### src/rtl/edge_result_serializer_pkg.sv
// Shared decoder constants: stage codes, the serializer state encoding and
// the word-count helper used to size the result stream.
package edge_result_serializer_pkg;

    localparam int STAGE_WIDTH = 3;

    localparam logic [STAGE_WIDTH-1:0] STAGE_IDLE         = 3'd0;
    localparam logic [STAGE_WIDTH-1:0] STAGE_MEASUREMENT  = 3'd1;
    localparam logic [STAGE_WIDTH-1:0] STAGE_GROW         = 3'd2;
    localparam logic [STAGE_WIDTH-1:0] STAGE_MERGE        = 3'd3;
    localparam logic [STAGE_WIDTH-1:0] STAGE_PEEL         = 3'd4;
    localparam logic [STAGE_WIDTH-1:0] STAGE_RESULT_VALID = 3'd5;

    typedef enum logic [1:0] {
        SER_IDLE      = 2'd0,
        SER_SEND_HDR  = 2'd1,
        SER_SEND_DATA = 2'd2
    } ser_state_t;

    // Number of OUT_WIDTH words needed to carry num_edges bits (ceiling divide).
    function automatic int num_words(input int num_edges, input int out_width);
        return (num_edges + out_width - 1) / out_width;
    endfunction

endpackage

### src/rtl/edge_result_serializer_popcount_tree.sv
// Combinational population count of a bit vector, reusable by any result path.
module popcount_tree #(
    parameter int WIDTH = 12,
    parameter int COUNT_W = $clog2(WIDTH + 1)
) (
    input  logic [WIDTH-1:0]   bits,
    output logic [COUNT_W-1:0] count
);

    // Sum every input bit; synthesis restructures the sum into a balanced adder tree.
    always_comb begin
        count = '0;
        for (int i = 0; i < WIDTH; i++) begin
            count = count + COUNT_W'(bits[i]);
        end
    end

endmodule

### src/rtl/edge_result_serializer.sv
// Snapshots the per-edge error vector on entry into the result-valid stage and
// streams it as a header word (error count) followed by the packed error bits.
// Stream handshake: a word moves only on a cycle with out_valid && out_ready;
// once raised, out_valid holds and out_data/out_last/out_context stay stable
// until that handshake.
module edge_result_serializer
    import edge_result_serializer_pkg::*;
#(
    parameter int NUM_EDGES     = 12,
    parameter int OUT_WIDTH     = 8,
    parameter int CONTEXT_WIDTH = 2
) (
    input  logic                     clk,
    input  logic                     reset,
    input  logic [STAGE_WIDTH-1:0]   global_stage,
    input  logic [NUM_EDGES-1:0]     edge_is_error,
    input  logic [CONTEXT_WIDTH-1:0] context_id,
    output logic [OUT_WIDTH-1:0]     out_data,
    output logic                     out_valid,
    input  logic                     out_ready,
    output logic                     out_last,
    output logic [CONTEXT_WIDTH-1:0] out_context,
    output logic                     busy,
    output logic                     done,
    output logic                     overrun
);

    localparam int NUM_WORDS = num_words(NUM_EDGES, OUT_WIDTH);
    localparam int SNAP_W    = NUM_WORDS * OUT_WIDTH;
    localparam int IDX_W     = (NUM_WORDS > 1) ? $clog2(NUM_WORDS) : 1;
    localparam int CNT_W     = $clog2(NUM_EDGES + 1);

    localparam logic [IDX_W-1:0] LAST_IDX = IDX_W'(NUM_WORDS - 1);

    ser_state_t               state, state_next;
    logic [STAGE_WIDTH-1:0]   stage, last_stage;
    logic [SNAP_W-1:0]        snapshot;
    logic [CNT_W-1:0]         header;
    logic [CNT_W-1:0]         err_count;
    logic [IDX_W-1:0]         index;
    logic                     capture_req;
    logic                     data_hs;

    popcount_tree #(
        .WIDTH   (NUM_EDGES),
        .COUNT_W (CNT_W)
    ) u_popcount (
        .bits  (edge_is_error),
        .count (err_count)
    );

    // One request per entry into the result-valid stage.
    assign capture_req = (stage == STAGE_RESULT_VALID) && (last_stage != STAGE_RESULT_VALID);
    // In SEND_DATA out_valid is always high, so ready alone completes a data word.
    assign data_hs     = (state == SER_SEND_DATA) && out_ready;
    assign busy        = (state != SER_IDLE);

    // State register.
    always_ff @(posedge clk) begin
        if (reset) begin
            state <= SER_IDLE;
        end else begin
            state <= state_next;
        end
    end

    // Next-state and stream word selection.
    always_comb begin
        state_next = state;
        out_valid  = 1'b0;
        out_last   = 1'b0;
        out_data   = '0;
        case (state)
            SER_IDLE: begin
                if (capture_req) begin
                    state_next = SER_SEND_HDR;
                end
            end
            SER_SEND_HDR: begin
                out_valid = 1'b1;
                out_data  = OUT_WIDTH'(header);
                if (out_ready) begin
                    state_next = SER_SEND_DATA;
                end
            end
            SER_SEND_DATA: begin
                out_valid = 1'b1;
                out_data  = snapshot[int'(index) * OUT_WIDTH +: OUT_WIDTH];
                out_last  = (index == LAST_IDX);
                if (out_ready && (index == LAST_IDX)) begin
                    state_next = SER_IDLE;
                end
            end
            default: begin
                state_next = SER_IDLE;
            end
        endcase
    end

    // Stage tracking, snapshot capture, word index, done pulse and sticky overrun.
    always_ff @(posedge clk) begin
        if (reset) begin
            stage       <= STAGE_IDLE;
            last_stage  <= STAGE_IDLE;
            snapshot    <= '0;
            header      <= '0;
            index       <= '0;
            out_context <= '0;
            done        <= 1'b0;
            overrun     <= 1'b0;
        end else begin
            stage      <= global_stage;
            last_stage <= stage;
            done       <= 1'b0;
            if (capture_req && (state == SER_IDLE)) begin
                snapshot    <= SNAP_W'(edge_is_error);
                header      <= err_count;
                index       <= '0;
                out_context <= context_id;
            end
            if (capture_req && (state != SER_IDLE)) begin
                overrun <= 1'b1;
            end
            if (data_hs) begin
                if (index == LAST_IDX) begin
                    index <= '0;
                    done  <= 1'b1;
                end else begin
                    index <= index + 1'b1;
                end
            end
        end
    end

endmodule

### config.mk
export PLATFORM = sky130hd
export DESIGN_NAME = edge_result_serializer
export DESIGN_NICKNAME = d
export VERILOG_FILES = /design/src/rtl/edge_result_serializer_pkg.sv /design/src/rtl/edge_result_serializer_popcount_tree.sv /design/src/rtl/edge_result_serializer.sv
export SDC_FILE = /design/constraint.sdc
export NUM_CORES = 1
export LEC_CHECK = 0
export CORE_ASPECT_RATIO = 0.6
export CORE_MARGIN = 2
export CORE_UTILIZATION = 40
export CTS_CLUSTER_SIZE = 12
export DETAILED_ROUTE_END_ITERATION = 16
export PLACE_DENSITY = 0.69
export SYNTH_ARGS = -nofsm -noshare
export SYNTH_HDL_FRONTEND = slang
export SYNTH_HIERARCHICAL = 1
export SYNTH_SLANG_ARGS = --single-unit
export TNS_END_PERCENT = 1
### constraint.sdc
create_clock -name clk -period 3.6 [get_ports clk]
set_clock_uncertainty 0.05 [all_clocks]
set_input_delay 0.72 -clock clk [delete_from_list [all_inputs] [get_ports clk]]
set_output_delay 0.72 -clock clk [all_outputs]
set_load 0.02 [all_outputs]
==> results of run 1 <==
[sequential cells by signal, indices dropped and copies added, names as in the netlist]
| name | cells |
|---|---|
| done | 1 |
| header | 4 |
| index | 1 |
| last_stage | 3 |
| out_context | 2 |
| overrun | 1 |
| snapshot | 12 |
| stage | 3 |
| state | 2 |
[critical path: cells and delay by family]
kind	cells	cell delay (ns)
adder cells (fa/ha/maj)	6	2.47
buffers and inverters	5	0.25
XOR/XNOR	1	0.15
multiplexers	1	0.12
AND/OR/NAND/NOR	1	0.05
[worst min-delay path by stage]
stage	startpoint	to	slack (ns)	cells past startpoint
2_1_floorplan	stage[0]	last_stage[0]	0.39	1
3_3_place_gp	stage[0]	last_stage[0]	0.40	1
3_5_place_dp	stage[0]	last_stage[0]	0.41	1
4_1_cts	stage[0]	last_stage[0]	0.42	1
5_1_grt	stage[2]	last_stage[2]	0.44	1
6_report	stage[0]	last_stage[0]	0.41	1
[logic make-up after synthesis]
family	count (synthesis)	share of synthesized area
buffers and inverters	29	0.0828
adder cells (fa/ha/maj)	16	0.164
flip-flops	29	0.377
XOR/XNOR	1	0.00568
AO/OA/AOI/OAI	8	0.0390
AND/OR/NAND/NOR	51	0.173
multiplexers	24	0.159
[synth_stat cells]
cell       n
o21ba_2    1
nor2b_1   10
inv_1     22
buf_8      1
a22oi_1    4
nand2b_1   4
buf_6      1
ha_1       9
or3b_1     1
a21oi_1    2
or2_2      1
fa_1       7
or4b_4     1
nor2_1    20
nand3_1    2
clkbuf_1   5
mux2i_1   20
dfxtp_1   29
and2_1     5
xor2_1     1
a222oi_1   1
nor3b_1    1
mux2_2     4
nand2_1    5
nand3b_1   1
[cell type report]
| cell class | count | area, um^2 |
|---|---|---|
| clock buffer | 6 | 72.6 |
| tap | 47 | 58.8 |
| clock inverter | 2 | 10.0 |
| inverter | 22 | 82.6 |
| fill | 322 | 1670 |
| multi-input combinational | 100 | 848 |
| timing repair buffer | 37 | 358 |
| sequential | 29 | 581 |
[report_power, final]
group          switching, uW  internal (uW)
Clock                    117            134
Combinational            143            135
Sequential              11.8            336
Total                    272            605
[timing repair]
item                       in CTS  in global routing
buffers inserted                0                  0
pin swaps                       7                  4
setup endpoints to repair       4                  2
resized for setup              34                  0
[metrics by stage]
stage | utilization | worst slack [ns] | TNS, ns
4_1_cts | 0.546 | -0.161 | -0.261
3_5_place_dp | 0.523 | -0.851 | -2.63
2_1_floorplan | - | -0.202 | -0.331
6_report | 0.546 | -0.0856 | -0.104
3_3_place_gp | 0.523 | -0.801 | -2.37
5_1_grt | 0.546 | -0.159 | -0.281
[metal layers]
layer | share of wire | GRT usage | vias up
li1 | - | - | 574
met1 | 0.46 | 0.203 | 560
met2 | 0.50 | 0.295 | 21
met3 | 0.035 | 0.0429 | 0
met4 | 0 | 0.0591 | 0
met5 | 0 | 0 | -
[placed cells by master, fill, tap and decap left out]
| master | count |
|---|---|
| buf_4 | 3 |
| ha_4 | 1 |
| or3b_1 | 1 |
| or4b_4 | 1 |
| nor2b_1 | 10 |
| fa_1 | 6 |
| a21oi_1 | 2 |
| a222oi_1 | 1 |
| dfxtp_1 | 29 |
| fa_2 | 1 |
| nand2b_1 | 4 |
| mux2i_1 | 20 |
| buf_6 | 4 |
| clkbuf_1 | 1 |
| nand3b_1 | 1 |
| xor2_1 | 1 |
| inv_1 | 16 |
| ha_1 | 8 |
| buf_2 | 2 |
| and2_1 | 5 |
| nor2_1 | 20 |
| clkinv_2 | 2 |
| nor3b_1 | 1 |
| inv_2 | 6 |
| a22oi_1 | 4 |
| clkdlybuf4s50_1 | 28 |
| or2_2 | 1 |
| nand3_1 | 2 |
| clkbuf_8 | 5 |
| nand2_1 | 5 |
| o21ba_2 | 1 |
| mux2_2 | 4 |
==> reports/metrics.cfg, run 1 <==
[drt]
viasPerCell = 4.75
post-route-drc-count = 0
dr.pass1.iters = 4
routed_wl_um = 3320
antenna_left = 0
drt_iter0_drc = 43
wire_per_inst_um = 13.7
vias = 1155

[timing]
worst_slack_ns = -0.0856
timing.final.crit_period_ns = 3.69
holdWs_ns = 0.410
hold_violations = 0
slew_violations = 0
period_share = 1.02
tightest_slew_ns = 1.10
final-setup-viol-count = 2
grt_setup_unrepaired = yes
max-slew-margin-rel = 0.265
fmax_ghz = 0.271

[worst_setup_path]
arrival_ns = 3.76
path_cells = buf_6, inv_2, fa_1, inv_1, fa_1, inv_1, fa_1, fa_1, inv_2, ha_4, fa_2, xor2_1, mux2i_1, nor2_1
critPathSlowestCell = fa_1
slowest_delay_ns = 0.52
crit_end = header[2]
path_class = in -> reg
r2r_start = state[0]
cp-end-kind = flop
crit_path_frequent_cell = fa_1
cp-startpoint = edge_is_error[9]
rrSetupSlack_ns = 1.62
startpoint_type = primary input
r2r_cells = 6
worstReg2RegEnd = header[3]
path_max_fanout = 2
crit_required_ns = 3.67

[clock_tree]
clock_latency_ns = 0.27
clockBufferDepth = 2
cts.clk_slew.worst_paths_ns = 0.06
cts_made_buffers = 5
cts_tree = yes
hold_buffers = 0
cts-htree-levels = 2
cts_sinks = 29
cts-root-buf = clkbuf_8

[yosys]
synth_cell_type_count = 25
synth_top_area_share = 0.377
synth_nets = 194
synth_seq_cells = 29
synthCells = 158
ys_seq_area_frac = 0.377
synth_top_cell_by_area = dfxtp_1
synth_area_per_cell_um2 = 9.76
synth_area_leaders = dfxtp_1, mux2i_1, fa_1, ha_1, inv_1
yosys_warnings = 6
syn_area_um2 = 1540

[pwr]
leakage_uw = 0.000959
ir_drop_uv = 245
power_uw = 877
p_per_area_nw_per_um2 = 436

[floorplanning]
fp.dieH_um = 52.1
pin_count = 35
die_area_um2 = 4380
die_w_um = 84.1
start_util = 0.419
design.core.area_um2 = 3680
rows = 17

[place]
portBuffers = 34
hpwl_um = 2500
place.gp.congestion = 0.837
placedCellCount = 235
placed_cell_area_um2 = 1920

[worst_hold_path]
min_path_type = reg -> reg

[grt]
track_usage = 0.168
grt_pass1_wl_um = 5450
grt_overflow = 0
grt_pass1_vias = 1191
grt_start_max_net_pins = 32
grt_antenna_before_repair = 0

[finish]
final_nets = 231
area_growth_pct = 30.4
diodes = 0
design_area_um2 = 2010
fin_cells = 243
drive_above_1_share = 0.158

[outcome]
outcome = complete, but fails checks
violations = setup timing

[run]
cap_violations = 0

(Power assumes the default switching activity.)
==> inputs of run 2 (changes only) <==
--- a/config.mk
+++ b/config.mk
@@ -11,6 +11,7 @@
 export CTS_CLUSTER_SIZE = 12
 export DETAILED_ROUTE_END_ITERATION = 16
 export PLACE_DENSITY = 0.69
+export SETUP_SLACK_MARGIN = 0.15
 export SYNTH_ARGS = -nofsm -noshare
 export SYNTH_HDL_FRONTEND = slang
 export SYNTH_HIERARCHICAL = 1
==> results of run 2 <==
No change in the layout: final DEF, timing and power equal those of run 1.
